## config.mk

```make
export PLATFORM = sky130hd
export DESIGN_NAME = uart_json_rx
export DESIGN_NICKNAME = d
export VERILOG_FILES = /design/src/rtl/uart_json_pkg.sv /design/src/rtl/uart_json_rx_core.sv /design/src/rtl/uart_json_rx.sv
export SDC_FILE = /design/constraint.sdc
export NUM_CORES = 1
export LEC_CHECK = 0
export ABC_AREA = 1
export CORE_MARGIN = 5
export CORE_UTILIZATION = 49
export CTS_CLUSTER_DIAMETER = 150
export DETAILED_ROUTE_END_ITERATION = 8
export GPL_ROUTABILITY_DRIVEN = 0
export HOLD_SLACK_MARGIN = 0.02
export PLACE_DENSITY = 0.78
export SKIP_LAST_GASP = 1
export SYNTH_ARGS = -nofsm -noshare
export SYNTH_HDL_FRONTEND = slang
export SYNTH_SLANG_ARGS = --single-unit
```

## constraint.sdc

```tcl
create_clock -name clk -period 4.15 [get_ports clk]
set_input_delay 1.0375 -clock clk [delete_from_list [all_inputs] [get_ports clk]]
set_output_delay 1.0375 -clock clk [all_outputs]
set_load 0.005 [all_outputs]
```

## src/rtl/uart_json_pkg.sv

```systemverilog
// Shared types and constants for the rover serial-link receiver.
//   rx_state_t    : UART receive FSM states
//   parse_state_t : JSON number parser states
//   CH_*          : ASCII codes the parser reacts to
//   VALUE_MAX / VALUE_MIN_MAG : magnitude limits of a signed 16-bit result
package uart_json_pkg;

    typedef enum logic [2:0] {
        RX_IDLE,
        RX_START,
        RX_DATA,
        RX_PARITY,
        RX_STOP
    } rx_state_t;

    typedef enum logic [1:0] {
        P_SEEK,
        P_SIGN,
        P_DIGIT,
        P_DISCARD
    } parse_state_t;

    localparam logic [7:0] CH_COLON  = 8'h3A;
    localparam logic [7:0] CH_MINUS  = 8'h2D;
    localparam logic [7:0] CH_COMMA  = 8'h2C;
    localparam logic [7:0] CH_RBRACE = 8'h7D;
    localparam logic [7:0] CH_LBRACE = 8'h7B;
    localparam logic [7:0] CH_LF     = 8'h0A;
    localparam logic [7:0] CH_SPACE  = 8'h20;
    localparam logic [7:0] CH_ZERO   = 8'h30;
    localparam logic [7:0] CH_NINE   = 8'h39;

    localparam int unsigned VALUE_MAX     = 32767;
    localparam int unsigned VALUE_MIN_MAG = 32768;

    function automatic logic is_digit(input logic [7:0] c);
        return (c >= CH_ZERO) && (c <= CH_NINE);
    endfunction

endpackage

```

## src/rtl/uart_json_rx_core.sv

```systemverilog
// UART receive core: 2-FF synchroniser, oversampling tick divider and RX FSM.
// Optional macro UART_RX_PARITY_EN switches the frame from 8N1 to 8E1 and adds parity_err.
// Ports:
//   clk, rst_n   clock and synchronous active-low reset
//   rx           asynchronous serial input, idle high
//   byte_valid   1-cycle pulse per correctly framed byte
//   rx_byte      last good byte
//   frame_err    1-cycle pulse when the stop bit is sampled low
//   parity_err   1-cycle pulse on even-parity mismatch (UART_RX_PARITY_EN only)
module uart_rx_core #(
    parameter int unsigned CLK_FREQ   = 50_000_000,
    parameter int unsigned BAUD       = 115200,
    parameter int unsigned OVERSAMPLE = 16
) (
    input  logic       clk,
    input  logic       rst_n,
    input  logic       rx,
    output logic       byte_valid,
    output logic [7:0] rx_byte,
    output logic       frame_err
`ifdef UART_RX_PARITY_EN
    ,
    output logic       parity_err
`endif
);
    import uart_json_pkg::*;

    localparam int unsigned DIV = CLK_FREQ / (BAUD * OVERSAMPLE);
    localparam int unsigned DW  = (DIV > 1) ? $clog2(DIV) : 1;
    localparam int unsigned TW  = (OVERSAMPLE > 1) ? $clog2(OVERSAMPLE) : 1;

    localparam logic [DW-1:0] DIV_LAST  = DW'(DIV - 1);
    localparam logic [TW-1:0] HALF_LAST = TW'(OVERSAMPLE / 2 - 1);
    localparam logic [TW-1:0] FULL_LAST = TW'(OVERSAMPLE - 1);

    // Synchroniser; resets to the idle (high) line level.
    logic sync1_q, sync2_q;
    logic rx_s;

    always_ff @(posedge clk) begin
        if (!rst_n) begin
            sync1_q <= 1'b1;
            sync2_q <= 1'b1;
        end else begin
            sync1_q <= rx;
            sync2_q <= sync1_q;
        end
    end

    assign rx_s = sync2_q;

    // Free-running oversample tick divider.
    logic [DW-1:0] div_q;
    logic          tick;

    assign tick = (div_q == DIV_LAST);

    always_ff @(posedge clk) begin
        if (!rst_n) begin
            div_q <= '0;
        end else if (tick) begin
            div_q <= '0;
        end else begin
            div_q <= div_q + DW'(1);
        end
    end

    // Receive FSM.
    rx_state_t     state_q, state_d;
    logic [TW-1:0] tick_cnt_q, tick_cnt_d;
    logic [2:0]    bit_cnt_q, bit_cnt_d;
    logic [7:0]    shift_q, shift_d;
    logic          seen_high_q, seen_high_d;   // line seen idle since the last stop bit
    logic          byte_valid_q, byte_valid_d;
    logic [7:0]    rx_byte_q, rx_byte_d;
    logic          frame_err_q, frame_err_d;
`ifdef UART_RX_PARITY_EN
    logic          par_bad_q, par_bad_d;
    logic          parity_err_q, parity_err_d;
`endif

    always_ff @(posedge clk) begin
        if (!rst_n) begin
            state_q      <= RX_IDLE;
            tick_cnt_q   <= '0;
            bit_cnt_q    <= '0;
            shift_q      <= '0;
            seen_high_q  <= 1'b0;
            byte_valid_q <= 1'b0;
            rx_byte_q    <= '0;
            frame_err_q  <= 1'b0;
`ifdef UART_RX_PARITY_EN
            par_bad_q    <= 1'b0;
            parity_err_q <= 1'b0;
`endif
        end else begin
            state_q      <= state_d;
            tick_cnt_q   <= tick_cnt_d;
            bit_cnt_q    <= bit_cnt_d;
            shift_q      <= shift_d;
            seen_high_q  <= seen_high_d;
            byte_valid_q <= byte_valid_d;
            rx_byte_q    <= rx_byte_d;
            frame_err_q  <= frame_err_d;
`ifdef UART_RX_PARITY_EN
            par_bad_q    <= par_bad_d;
            parity_err_q <= parity_err_d;
`endif
        end
    end

    always_comb begin
        state_d      = state_q;
        tick_cnt_d   = tick_cnt_q;
        bit_cnt_d    = bit_cnt_q;
        shift_d      = shift_q;
        seen_high_d  = seen_high_q;
        byte_valid_d = 1'b0;
        rx_byte_d    = rx_byte_q;
        frame_err_d  = 1'b0;
`ifdef UART_RX_PARITY_EN
        par_bad_d    = par_bad_q;
        parity_err_d = 1'b0;
`endif
        unique case (state_q)
            RX_IDLE: begin
                if (rx_s) begin
                    seen_high_d = 1'b1;
                end else if (seen_high_q) begin
                    state_d    = RX_START;
                    tick_cnt_d = '0;
                end
            end
            RX_START: begin
                if (tick) begin
                    if (tick_cnt_q == HALF_LAST) begin
                        tick_cnt_d = '0;
                        bit_cnt_d  = '0;
                        // A high level at mid-start is a glitch: drop it silently.
                        state_d    = rx_s ? RX_IDLE : RX_DATA;
                    end else begin
                        tick_cnt_d = tick_cnt_q + TW'(1);
                    end
                end
            end
            RX_DATA: begin
                if (tick) begin
                    if (tick_cnt_q == FULL_LAST) begin
                        tick_cnt_d = '0;
                        shift_d    = {rx_s, shift_q[7:1]};
                        bit_cnt_d  = bit_cnt_q + 3'd1;
                        if (bit_cnt_q == 3'd7) begin
`ifdef UART_RX_PARITY_EN
                            state_d = RX_PARITY;
`else
                            state_d = RX_STOP;
`endif
                        end
                    end else begin
                        tick_cnt_d = tick_cnt_q + TW'(1);
                    end
                end
            end
            RX_PARITY: begin
`ifdef UART_RX_PARITY_EN
                if (tick) begin
                    if (tick_cnt_q == FULL_LAST) begin
                        tick_cnt_d = '0;
                        // Even parity: data ones plus parity bit must be even.
                        par_bad_d  = rx_s ^ (^shift_q);
                        state_d    = RX_STOP;
                    end else begin
                        tick_cnt_d = tick_cnt_q + TW'(1);
                    end
                end
`else
                state_d = RX_IDLE;
`endif
            end
            RX_STOP: begin
                if (tick) begin
                    if (tick_cnt_q == FULL_LAST) begin
                        tick_cnt_d  = '0;
                        state_d     = RX_IDLE;
                        seen_high_d = 1'b0;
                        if (!rx_s) begin
                            frame_err_d = 1'b1;
`ifdef UART_RX_PARITY_EN
                        end else if (par_bad_q) begin
                            parity_err_d = 1'b1;
`endif
                        end else begin
                            byte_valid_d = 1'b1;
                            rx_byte_d    = shift_q;
                        end
                    end else begin
                        tick_cnt_d = tick_cnt_q + TW'(1);
                    end
                end
            end
            default: state_d = RX_IDLE;
        endcase
    end

    assign byte_valid = byte_valid_q;
    assign rx_byte    = rx_byte_q;
    assign frame_err  = frame_err_q;
`ifdef UART_RX_PARITY_EN
    assign parity_err = parity_err_q;
`endif

endmodule

```

## src/rtl/uart_json_rx.sv

```systemverilog
// Rover serial-link receiver: UART core plus a streaming parser that extracts signed
// decimal integers following ':' in JSON-style lines such as {"T":-120}\n.
// Optional macro UART_RX_PARITY_EN selects 8E1 framing and adds the parity_err port.
// Ports:
//   clk, rst_n   clock and synchronous active-low reset
//   rx           asynchronous serial input, idle high
//   value        last parsed signed integer (two's complement), holds between pulses
//   value_valid  1-cycle pulse, value updated this cycle
//   byte_valid   1-cycle pulse per correctly framed byte; rx_byte holds the byte
//   frame_err    1-cycle pulse, stop bit low
//   ovf_err      1-cycle pulse, number too long or out of 16-bit signed range
//   parity_err   1-cycle pulse, parity mismatch (UART_RX_PARITY_EN only)
module uart_json_rx #(
    parameter int unsigned CLK_FREQ   = 50_000_000,
    parameter int unsigned BAUD       = 115200,
    parameter int unsigned OVERSAMPLE = 16,
    parameter int unsigned MAX_DIGITS = 5
) (
    input  logic        clk,
    input  logic        rst_n,
    input  logic        rx,
    output logic [15:0] value,
    output logic        value_valid,
    output logic        byte_valid,
    output logic [7:0]  rx_byte,
    output logic        frame_err,
    output logic        ovf_err
`ifdef UART_RX_PARITY_EN
    ,
    output logic        parity_err
`endif
);
    import uart_json_pkg::*;

    localparam int unsigned NW = $clog2(MAX_DIGITS + 2);

    logic rx_err;

    uart_rx_core #(
        .CLK_FREQ  (CLK_FREQ),
        .BAUD      (BAUD),
        .OVERSAMPLE(OVERSAMPLE)
    ) u_core (
        .clk       (clk),
        .rst_n     (rst_n),
        .rx        (rx),
        .byte_valid(byte_valid),
        .rx_byte   (rx_byte),
        .frame_err (frame_err)
`ifdef UART_RX_PARITY_EN
        ,
        .parity_err(parity_err)
`endif
    );

`ifdef UART_RX_PARITY_EN
    assign rx_err = frame_err | parity_err;
`else
    assign rx_err = frame_err;
`endif

    parse_state_t  p_q, p_d;
    logic          neg_q, neg_d;
    logic [16:0]   acc_q, acc_d;
    logic [NW-1:0] ndig_q, ndig_d;
    logic [15:0]   value_q, value_d;
    logic          value_valid_q, value_valid_d;
    logic          ovf_q, ovf_d;

    always_ff @(posedge clk) begin
        if (!rst_n) begin
            p_q           <= P_SEEK;
            neg_q         <= 1'b0;
            acc_q         <= '0;
            ndig_q        <= '0;
            value_q       <= '0;
            value_valid_q <= 1'b0;
            ovf_q         <= 1'b0;
        end else begin
            p_q           <= p_d;
            neg_q         <= neg_d;
            acc_q         <= acc_d;
            ndig_q        <= ndig_d;
            value_q       <= value_d;
            value_valid_q <= value_valid_d;
            ovf_q         <= ovf_d;
        end
    end

    // Candidate accumulator with headroom so the range check sees the true magnitude.
    logic [19:0]   acc_next;
    logic [19:0]   limit;
    logic [NW-1:0] ndig_inc;
    logic [15:0]   signed_val;
    logic          have_num;

    assign acc_next   = 20'(acc_q) * 20'd10 + 20'(rx_byte[3:0]);
    assign limit      = neg_q ? 20'(VALUE_MIN_MAG) : 20'(VALUE_MAX);
    assign ndig_inc   = ndig_q + NW'(1);
    // -32768 has magnitude 0x8000 whose 16-bit negation is itself.
    assign signed_val = neg_q ? (~acc_q[15:0] + 16'd1) : acc_q[15:0];
    assign have_num   = (p_q == P_DIGIT) && (ndig_q != '0);

    always_comb begin
        p_d           = p_q;
        neg_d         = neg_q;
        acc_d         = acc_q;
        ndig_d        = ndig_q;
        value_d       = value_q;
        value_valid_d = 1'b0;
        ovf_d         = 1'b0;

        if (rx_err) begin
            p_d = P_DISCARD;
        end else if (byte_valid) begin
            if ((rx_byte == CH_LF) || (rx_byte == CH_LBRACE)) begin
                if (have_num) begin
                    value_d       = signed_val;
                    value_valid_d = 1'b1;
                end
                p_d = P_SEEK;
            end else begin
                unique case (p_q)
                    P_SEEK: begin
                        if (rx_byte == CH_COLON) begin
                            p_d    = P_SIGN;
                            neg_d  = 1'b0;
                            acc_d  = '0;
                            ndig_d = '0;
                        end
                    end
                    P_SIGN: begin
                        if (rx_byte == CH_MINUS) begin
                            neg_d = 1'b1;
                            p_d   = P_DIGIT;
                        end else if (is_digit(rx_byte)) begin
                            acc_d  = 17'(rx_byte[3:0]);
                            ndig_d = NW'(1);
                            p_d    = P_DIGIT;
                        end else if (rx_byte != CH_SPACE) begin
                            p_d = P_SEEK;
                        end
                    end
                    P_DIGIT: begin
                        if (is_digit(rx_byte)) begin
                            if ((ndig_inc > NW'(MAX_DIGITS)) || (acc_next > limit)) begin
                                ovf_d = 1'b1;
                                p_d   = P_DISCARD;
                            end else begin
                                acc_d  = acc_next[16:0];
                                ndig_d = ndig_inc;
                            end
                        end else begin
                            if (have_num) begin
                                value_d       = signed_val;
                                value_valid_d = 1'b1;
                            end
                            if (rx_byte == CH_COLON) begin
                                p_d    = P_SIGN;
                                neg_d  = 1'b0;
                                acc_d  = '0;
                                ndig_d = '0;
                            end else begin
                                p_d = P_SEEK;
                            end
                        end
                    end
                    P_DISCARD: begin
                        if ((rx_byte == CH_COMMA) || (rx_byte == CH_RBRACE)) begin
                            p_d = P_SEEK;
                        end
                    end
                    default: p_d = P_SEEK;
                endcase
            end
        end
    end

    assign value       = value_q;
    assign value_valid = value_valid_q;
    assign ovf_err     = ovf_q;

endmodule

```

==> After elaboration in Yosys (flattened, before gate mapping) <==
Index checks and enable logic that the tools add are counted.
Widths: inputs -> output; s select.
{ "totals": {"reg_bits": 77, "in_bits": 3} }
{ "classes": {"add_sub_neg": 6, "n_mul": 1, "magnitude_cmp": 4, "n_eq_ne": 38, "n_mux": 68, "bitwise_logic": 7, "n_reduce_logical": 29} }
{ "op_table": {"columns": ["cell", "count"], "rows": [
  ["$mux 16", 6],
  ["$mux 17", 5],
  ["$mux 3", 18],
  ["$pmux 17 s3", 1],
  ["$eq 8x6->1 const B", 3],
  ["$mux 4", 6],
  ["$mux 2", 11],
  ["$add 20x4->20", 1],
  ["$gt 20x16->1", 1],
  ["$ne 2x1->1 const B", 10],
  ["$mul 17x3->19 const B", 1],
  ["$add 16x1->16 const B", 1],
  ["$eq 8x7->1 const B", 2],
  ["$not 16->16", 1],
  ["$reduce_and 4->1", 4],
  ["$reduce_and 5->1", 3],
  ["$mux 1", 14],
  ["$ne 2x2->1 const B", 6],
  ["$pmux 3 s4", 1],
  ["$pmux 4 s3", 1],
  ["$pmux 3 s3", 1],
  ["$reduce_and 9->1", 1],
  ["$reduce_bool 3->1", 3],
  ["$eq 8x4->1 const B", 1],
  ["other kinds (35)", 51]
]} }

==> Depth between registers and ports, before layout <==
Gate-level depths: netlist of run 1.
{ "logic_depth": {"word_depth": 10, "ltp_mapped": 29, "ltp_nobuf": 28} }

==> Modules after synthesis <==
A second synthesis of run 1 with hierarchy kept.
{ "hier_totals": {"cells_unflattened": 1019, "hier_area_um2": 6359.8} }
{ "modules_own_cells": {"columns": ["mod", "n_inst", "cells_each", "area_each_um2", "seq_area_each_um2"], "rows": [
  ["uart_json_rx", 1, 800, 4752.1, 820.8],
  ["uart_rx_core", 1, 219, 1607.8, 720.7]
]} }

==> Worst setup path before layout of run 1 <==
No wires, ideal clock.
{ "synth_timing": {"kind": "register to register", "start": "register acc_q[1]", "end": "register acc_q[0]", "arrival_ns": 3.758, "required_time_ns": 4.035, "path_slack_ns": 0.277, "path_stages_with_launch": 28, "synth_period_minus_slack_ns": 3.873, "path_cell_list": "dfxtp_1 -> ha_1 -> ha_1 -> fa_1 -> nand2_1 -> inv_1 -> nand2_1 -> nor2_2 -> nand3_1 -> nor2_2 -> nand3_2 -> nor2_4 -> xor2_1 -> inv_1 -> ha_1 -> a21oi_1 -> nor2_1 -> a211oi_1 -> nand2_1 -> a21oi_1 -> nand2_1 -> nor2_2 -> nand3_2 -> nand2_4 -> buf_6 -> nand3_1 -> nand2_1 -> nor2_1"} }
{ "synth_between": {"elab_chain_len": 6} }
{ "synth_lines": {"columns": ["element", "line", "source"], "rows": [
  ["start: declaration", "uart_json_rx.sv:64", "logic [16:0] acc_q, acc_d;"],
  ["start signal: assignment", "uart_json_rx.sv:74", "acc_q <= '0;"],
  ["start signal: assignment", "uart_json_rx.sv:82", "acc_q <= acc_d;"],
  ["$mul 17x3->19", "uart_json_rx.sv:97", "assign acc_next = 20'(acc_q) * 20'd10 + 20'(rx_byte[3:0]);"],
  ["$add 20x4->20", "uart_json_rx.sv:97", null],
  ["$gt 20x16->1", "uart_json_rx.sv:146", "if ((ndig_inc > NW'(MAX_DIGITS)) || (acc_next > limit)) begin"],
  ["$logic_or 1x1->1", "uart_json_rx.sv:146", null],
  ["$ne 3x3->1 (no line)", null, null],
  ["$reduce_and 7->1 (no line)", null, null]
]} }
Every way passes these cells.
A chain may end at the register's enable or synchronous reset.

==> Worst setup path in the final report of run 1 <==
{ "layout_timing": {"start": "register acc_q[3]", "end": "register acc_q[5]"} }
{ "layout_between": {"elab_chain_len": 6} }
{ "layout_lines": {"columns": ["element", "line"], "rows": [
  ["$mul 17x3->19 *", "uart_json_rx.sv:97"],
  ["$add 20x4->20 *", "uart_json_rx.sv:97"],
  ["$gt 20x16->1", "uart_json_rx.sv:146"],
  ["$logic_or 1x1->1", "uart_json_rx.sv:146"],
  ["$ne 3x3->1 (no line)", null],
  ["$reduce_and 7->1 (no line)", null]
]} }
Mark *: on every way between the ends. The rest lies on a longest branch, timed or not. The select of a mux whose other input is x is not followed.

==> run metrics, run 1 <==
CTS Buffer Depth 2; layout cells sized above 1 12.2%; P per Cell Area 238 mW/mm^2; Hold-fix buffers, CTS 0; CP Max Fanout 7; Num CTS Buffers 9; GRT Residual Overflow 0; Synth top area share 24.8%; synthesized net count 1049; Final Hold Vio Count 0; Worst setup EP type flop; Crit path largest cell delay 0.55 ns; # DRC 0; Routed Antenna Nets 0; die height 123 microns; clk sink count 77; initial DRC count 557; die footprint 0.0150 sq mm; drt via density 5.45; Final HPWL DP 12100 microns; number of synthesized flops with an enable pin 0; Post-synth top cells nand2_1 (218), inv_1 (152), nor2_1 (100); status finished with violations; Total GRT Usage 22.3%; via count 6579; Area Growth Syn to Fin 19.6%; Antenna diodes 0; Max Slew Vio Count 0; CP arrival 4.48 ns; WL/cell 14.5 microns; number of global-route vias before repair 5896; register area share after synthesis 24.8%; fmax 236 MHz; HP Class flop to flop; Fill cells 1144; area of the multi-input gates 0.00417 sq mm; pin count of the biggest net entering global routing 41; first-pass iteration count of the detailed router 6; Post-synth ARST share 0%; CP Launch Type flop; cells after synthesis 980; Starting Density 49.6%; fin crit share 102%; clk root buf clkbuf_16; Storage cell area 0.00156 sq mm; # port buffers 30; total wire length 17400 microns; CP Buf/Inv Count 3; Layout Nets 1099; CTS tree done; final worst setup slack -0.0879 ns; Seq cells post-synth 77; Rel. slew slack 34.0%; pre-CTS WS 0.0350 ns; Core Box Area 0.0125 sq mm; initial antenna violation count 0; dominant synthesized flop cell dfxtp_1; Post-Syn Area per Cell 6.34 sq um; htree depth 3; Synth Warn # 0; row cnt 41; Worst Path Required 4.39 ns; first-pass GRT wire length 27300 microns; Setup violations, final 20; Clk Latency, worst-skew pair 0.35 ns; measured slew at the worst slew-check pin 0.986 ns; Yosys top cell by area dfxtp_1; most common cell in the netlist nand2_1; clk_skew 0.00841 ns; clock transition at the registers of the reported paths 0.07 ns; Setup TNS Final -1.21 ns; minimum clock period 4.24 ns; Crit path max-delay family simple AND/OR/NAND/NOR gates; Worst path slowest cell fa_2; Post-Syn Area 0.00621 sq mm; Crit Path Class flop to flop; Max IR drop VDD 0.302 mV; Max-Cap Viols 0; post-synth cell types 41; top cells by area, synth dfxtp_1 (25%), nand2_1 (13%), ha_1 (13%); leak pwr 0.00351 uW; die width 123 microns; failing checks setup timing; # IOs 31; RSZ-0062 raised after global routing true
[path summary, 6_finish.rpt]
| check | startpoint | endpoint | slack [ns] | cells past startpoint |
|---|---|---|---|---|
| worst max-delay path | acc_q[3] | acc_q[5] | -0.09 | 27 |
| worst min-delay path | u_core.sync1_q | u_core.rx_s | 0.42 | 1 |
| worst max register to register | acc_q[3] | acc_q[5] | -0.09 | 27 |
| worst min register to register | u_core.sync1_q | u_core.rx_s | 0.42 | 1 |
[cell families (layout without fill, tap and decap cells)]
group           Yosys count  after routing  share of synthesized area [%]
flops                    77             77                           24.8
xor+xnor                 16             16                           2.26
fa+ha+maj                66             66                           13.5
buf+inv                 179            234                           11.3
compound gates          186            186                           16.3
simple gates            456            456                           31.7
[worst register-to-register path: cells and delay by family, from the launching register on]
family                   cells  cell delay, ns
AND/OR/NAND/NOR             16            1.64
adder cells (fa/ha/maj)      4            1.17
flip-flops                   1            0.36
buffers and inverters        3            0.35
XOR/XNOR                     1            0.15
AO/OA/AOI/OAI                3            0.47
[flip-flops by register name (all words and copies together), names as in the netlist, 2 cells and up]
name / count
acc_q: 17
value: 16
u_core.rx_byte: 8
u_core.shift_q: 8
u_core.div_q: 5
u_core.tick_cnt_q: 4
ndig_q: 3
u_core.bit_cnt_q: 3
u_core.state_q: 3
p_q: 2
[layout by cell type, fill, tap and decap left out, drive strengths merged, types with 3 or more instances in the layout]
cell type	synthesis	final
a211oi	4	4
a21oi	93	93
a22oi	4	4
buf	7	33
clkbuf	18	11
clkdlybuf4s50	0	29
clkinvlp	0	3
dfxtp	77	77
ha	64	64
inv	154	156
nand2	224	224
nand3	88	88
nand4	11	11
nor2	107	107
nor3	16	16
o21ai	61	61
o221ai	4	4
o22ai	10	10
or2	4	4
xnor2	3	3
xor2	13	13
[power by group]
part	switching, uW	leakage (uW)	total (uW)	internal (uW)
logic	112	0.00274	169	57.4
clock network	354	0.000140	827	473
registers	15.5	0.000626	772	757
[stage by stage]
step	area, sq um	total power, uW	utilization [%]	hold WS [ns]	instances
floorplan	6210	922	-	0.393	980
global placement	6820	948	54.5	0.399	1185
detailed placement	6820	950	54.5	0.402	1185
CTS	7130	1770	57.0	0.417	1201
global route	7430	1830	59.3	0.433	1207
finish	7430	1770	59.3	0.417	1207
[per-layer routing]
layer / part of all wire, % / vias to the layer above / GRT usage, % / wire length (microns)
met3: 6.9 / 36 / 4.24 / 1210
met4: 2.0 / 0 / 5.32 / 352
met1: 44 / 2992 / 30.0 / 7680
met5: 0 / - / 0 / 0
met2: 47 / 247 / 37.1 / 8200
li1: - / 3304 / - / -
[layout make-up]
| type | instances | area share [%] |
|---|---|---|
| inverter | 154 | 7.78 |
| sequential | 77 | 20.9 |
| timing repair buffer | 64 | 8.10 |
| clock inverter | 7 | 1.10 |
| tap | 172 | 2.90 |
| multi-input combinational | 724 | 56.1 |
| clock buffer | 9 | 3.03 |
[repair_timing]
item                       4_1_cts  5_1_grt
resized for setup                1       53
setup endpoints to repair        4       23
cloned                           0        3
pin swaps                        0       16
setup buffers                    0        3
(Power assumes the default switching activity.)
==> run 2: changes to the inputs <==
Settings changed: TNS_END_PERCENT set to 5.
==> run 2 against run 1 <==
Against the previous run:
- clock power up 0.5%
- cell area is 0.61% lower
- highest routed layer unchanged
- cell count did not move
- clock skew about the same
- critical path type unchanged
- the run still ends with setup timing left
- largest power group unchanged
- flip-flop and latch count unchanged
- sequential power about the same
- via count decreased by 0.36%
- die area unchanged
==> run metrics, run 2 (same netlist as run 1, synthesis figures left out) <==
CP Max Fanout 7 (unchanged); Setup violations, final 20 (unchanged); clk root buf clkbuf_16 (unchanged); reg2reg setup slack -0.09 ns (about the same); Max IR drop VDD 0.302 mV (about the same); initial antenna violation count 0 (unchanged); leak pwr 0.00351 uW (about the same); clk sink count 77 (unchanged); Antenna diodes 0 (unchanged); minimum clock period 4.24 ns (about the same); Clk Latency, worst-skew pair 0.35 ns (about the same); Routed Antenna Nets 0 (unchanged); Largest Register acc_q (unchanged); initial DRC count 492 (was 557); Max-Cap Viols 0 (unchanged); Worst Path Required 4.42 ns (was 4.39 ns); P per Cell Area 240 mW/mm^2 (was 238 mW/mm^2); WL/cell 14.4 microns (was 14.5 microns); CP arrival 4.51 ns (was 4.48 ns); CTS Buffer Depth 2 (unchanged); die width 123 microns (unchanged); die height 123 microns (unchanged); Starting Density 49.6% (unchanged); final worst setup slack -0.0897 ns (was -0.0879 ns); crit path to acc_q[3] (was acc_q[5]); htree depth 3 (unchanged); post-route cell area 0.00738 sq mm (was 0.00743 sq mm); Worst setup EP type flop (unchanged); measured slew at the worst slew-check pin 0.986 ns (about the same); CP Launch Type flop (unchanged); commonest non-fill, non-tap cell in the layout nand2_1 (unchanged); Rel. slew slack 34.1% (was 34.0%); number of global-route vias before repair 5896 (unchanged); FF-to-FF path depth 26 (was 27); total wire length 17400 microns (about the same); most frequent cells in the layout nand2_1 (217), inv_1 (151), nor2_1 (97) (was nand2_1 (214), inv_1 (151), nor2_1 (96)); Tot Pwr 1770 uW (about the same); pin count of the biggest net entering global routing 41 (unchanged); # port buffers 30 (unchanged); WHS 0.417 ns (about the same); first-pass iteration count of the detailed router 5 (was 6); row cnt 41 (unchanged); RSZ-0062 raised after global routing true (unchanged); worst reg2reg endpoint acc_q[3] (was acc_q[5]); Setup TNS Final -1.09 ns (was -1.21 ns); clk_skew 0.00856 ns (was 0.00841 ns); Max Slew Vio Count 0 (unchanged); status finished with violations (unchanged); GRT Residual Overflow 0 (unchanged); fin crit share 102% (about the same); Final Hold Vio Count 0 (unchanged); CTS tree done (unchanged); Layout Nets 1099 (unchanged); failing checks setup timing (unchanged); placed cell area 0.00682 sq mm (unchanged); Total GRT Usage 22.3% (unchanged); layout cells sized above 1 11.1% (was 12.2%); via count 6555 (was 6579); clock transition at the registers of the reported paths 0.07 ns (about the same); Worst path slowest cell fa_2 (unchanged); first-pass GRT wire length 27300 microns (unchanged); HP Class flop to flop (unchanged); Crit path largest cell delay 0.54 ns (was 0.55 ns); Crit Path Class flop to flop (unchanged); die footprint 0.0150 sq mm (unchanged); Area Growth Syn to Fin 18.9% (was 19.6%); Core Box Area 0.0125 sq mm (unchanged); Reg-to-Reg Start acc_q[3] (unchanged); Final HPWL DP 12100 microns (unchanged); drt via density 5.43 (was 5.45); Num CTS Buffers 9 (unchanged); # DRC 0 (unchanged); CP startpoint acc_q[3] (unchanged); Largest register FFs 17 (unchanged); # IOs 31 (unchanged); Hold-fix buffers, CTS 0 (unchanged); fmax 236 MHz (about the same)
## run 2: per-layer routing
| metal | GRT usage, % | share of wire [%] | vias to the layer above |
|---|---|---|---|
| met5 | 0 | 0 | - |
| met4 | 5.32 | 2.1 | 0 |
| met3 | 4.24 | 6.3 | 42 |
| met2 | 37.1 | 47 | 221 |
| met1 | 30.0 | 45 | 2977 |
| li1 | - | - | 3315 |
## run 2: layout make-up
class	count	area, sq um
timing repair buffer	64	602
inverter	154	578
sequential	77	1550
multi-input combinational	724	4130
fill	1149	5130
clock buffer	9	225
clock inverter	7	81.3
tap	172	215
## run 2: how the worst min path moves through the flow
stage                         startpoint  cells after the start          end  slack (ns)
after floorplan           u_core.sync1_q                      1  u_core.rx_s        0.39
after global placement    u_core.sync1_q                      1  u_core.rx_s        0.40
after detailed placement  u_core.sync1_q                      1  u_core.rx_s        0.40
after CTS                 u_core.sync1_q                      1  u_core.rx_s        0.42
after global routing      u_core.sync1_q                      1  u_core.rx_s        0.43
final                     u_core.sync1_q                      1  u_core.rx_s        0.42
## run 2: report_power, final
group,internal [uW],switching [uW],total [uW],leakage (uW)
Sequential,757,15.2,773,0.000625
Clock,474,357,831,0.000140
Combinational,57.4,113,171,0.00274
Total,1290,486,1770,0.00351
## run 2: stage by stage
stage,cells,utilization [%],worst slack (ns)
finish,1207,59.0,-0.0897
global route,1207,59.0,-0.267
CTS,1201,57.0,-0.0125
detailed placement,1185,54.5,0.0350
global placement,1185,54.5,0.132
floorplan,980,-,0.277
## run 2: timing repair
action,CTS,global route
cloned,0,3
gates resized for setup,1,40
buffers inserted,0,3
setup endpoints to repair,4,23
pin swaps,0,14
## run 2: worst max-delay path, delay by kind of cell (launching register included)
family | cells | cell delay, ns
DFF | 1 | 0.38
and+or+nand+nor | 14 | 1.59
xor gates and xnor gates | 1 | 0.15
adders and majority gates | 4 | 1.15
buffers and inverters | 3 | 0.35
AOI/OAI and AO/OA | 4 | 0.53
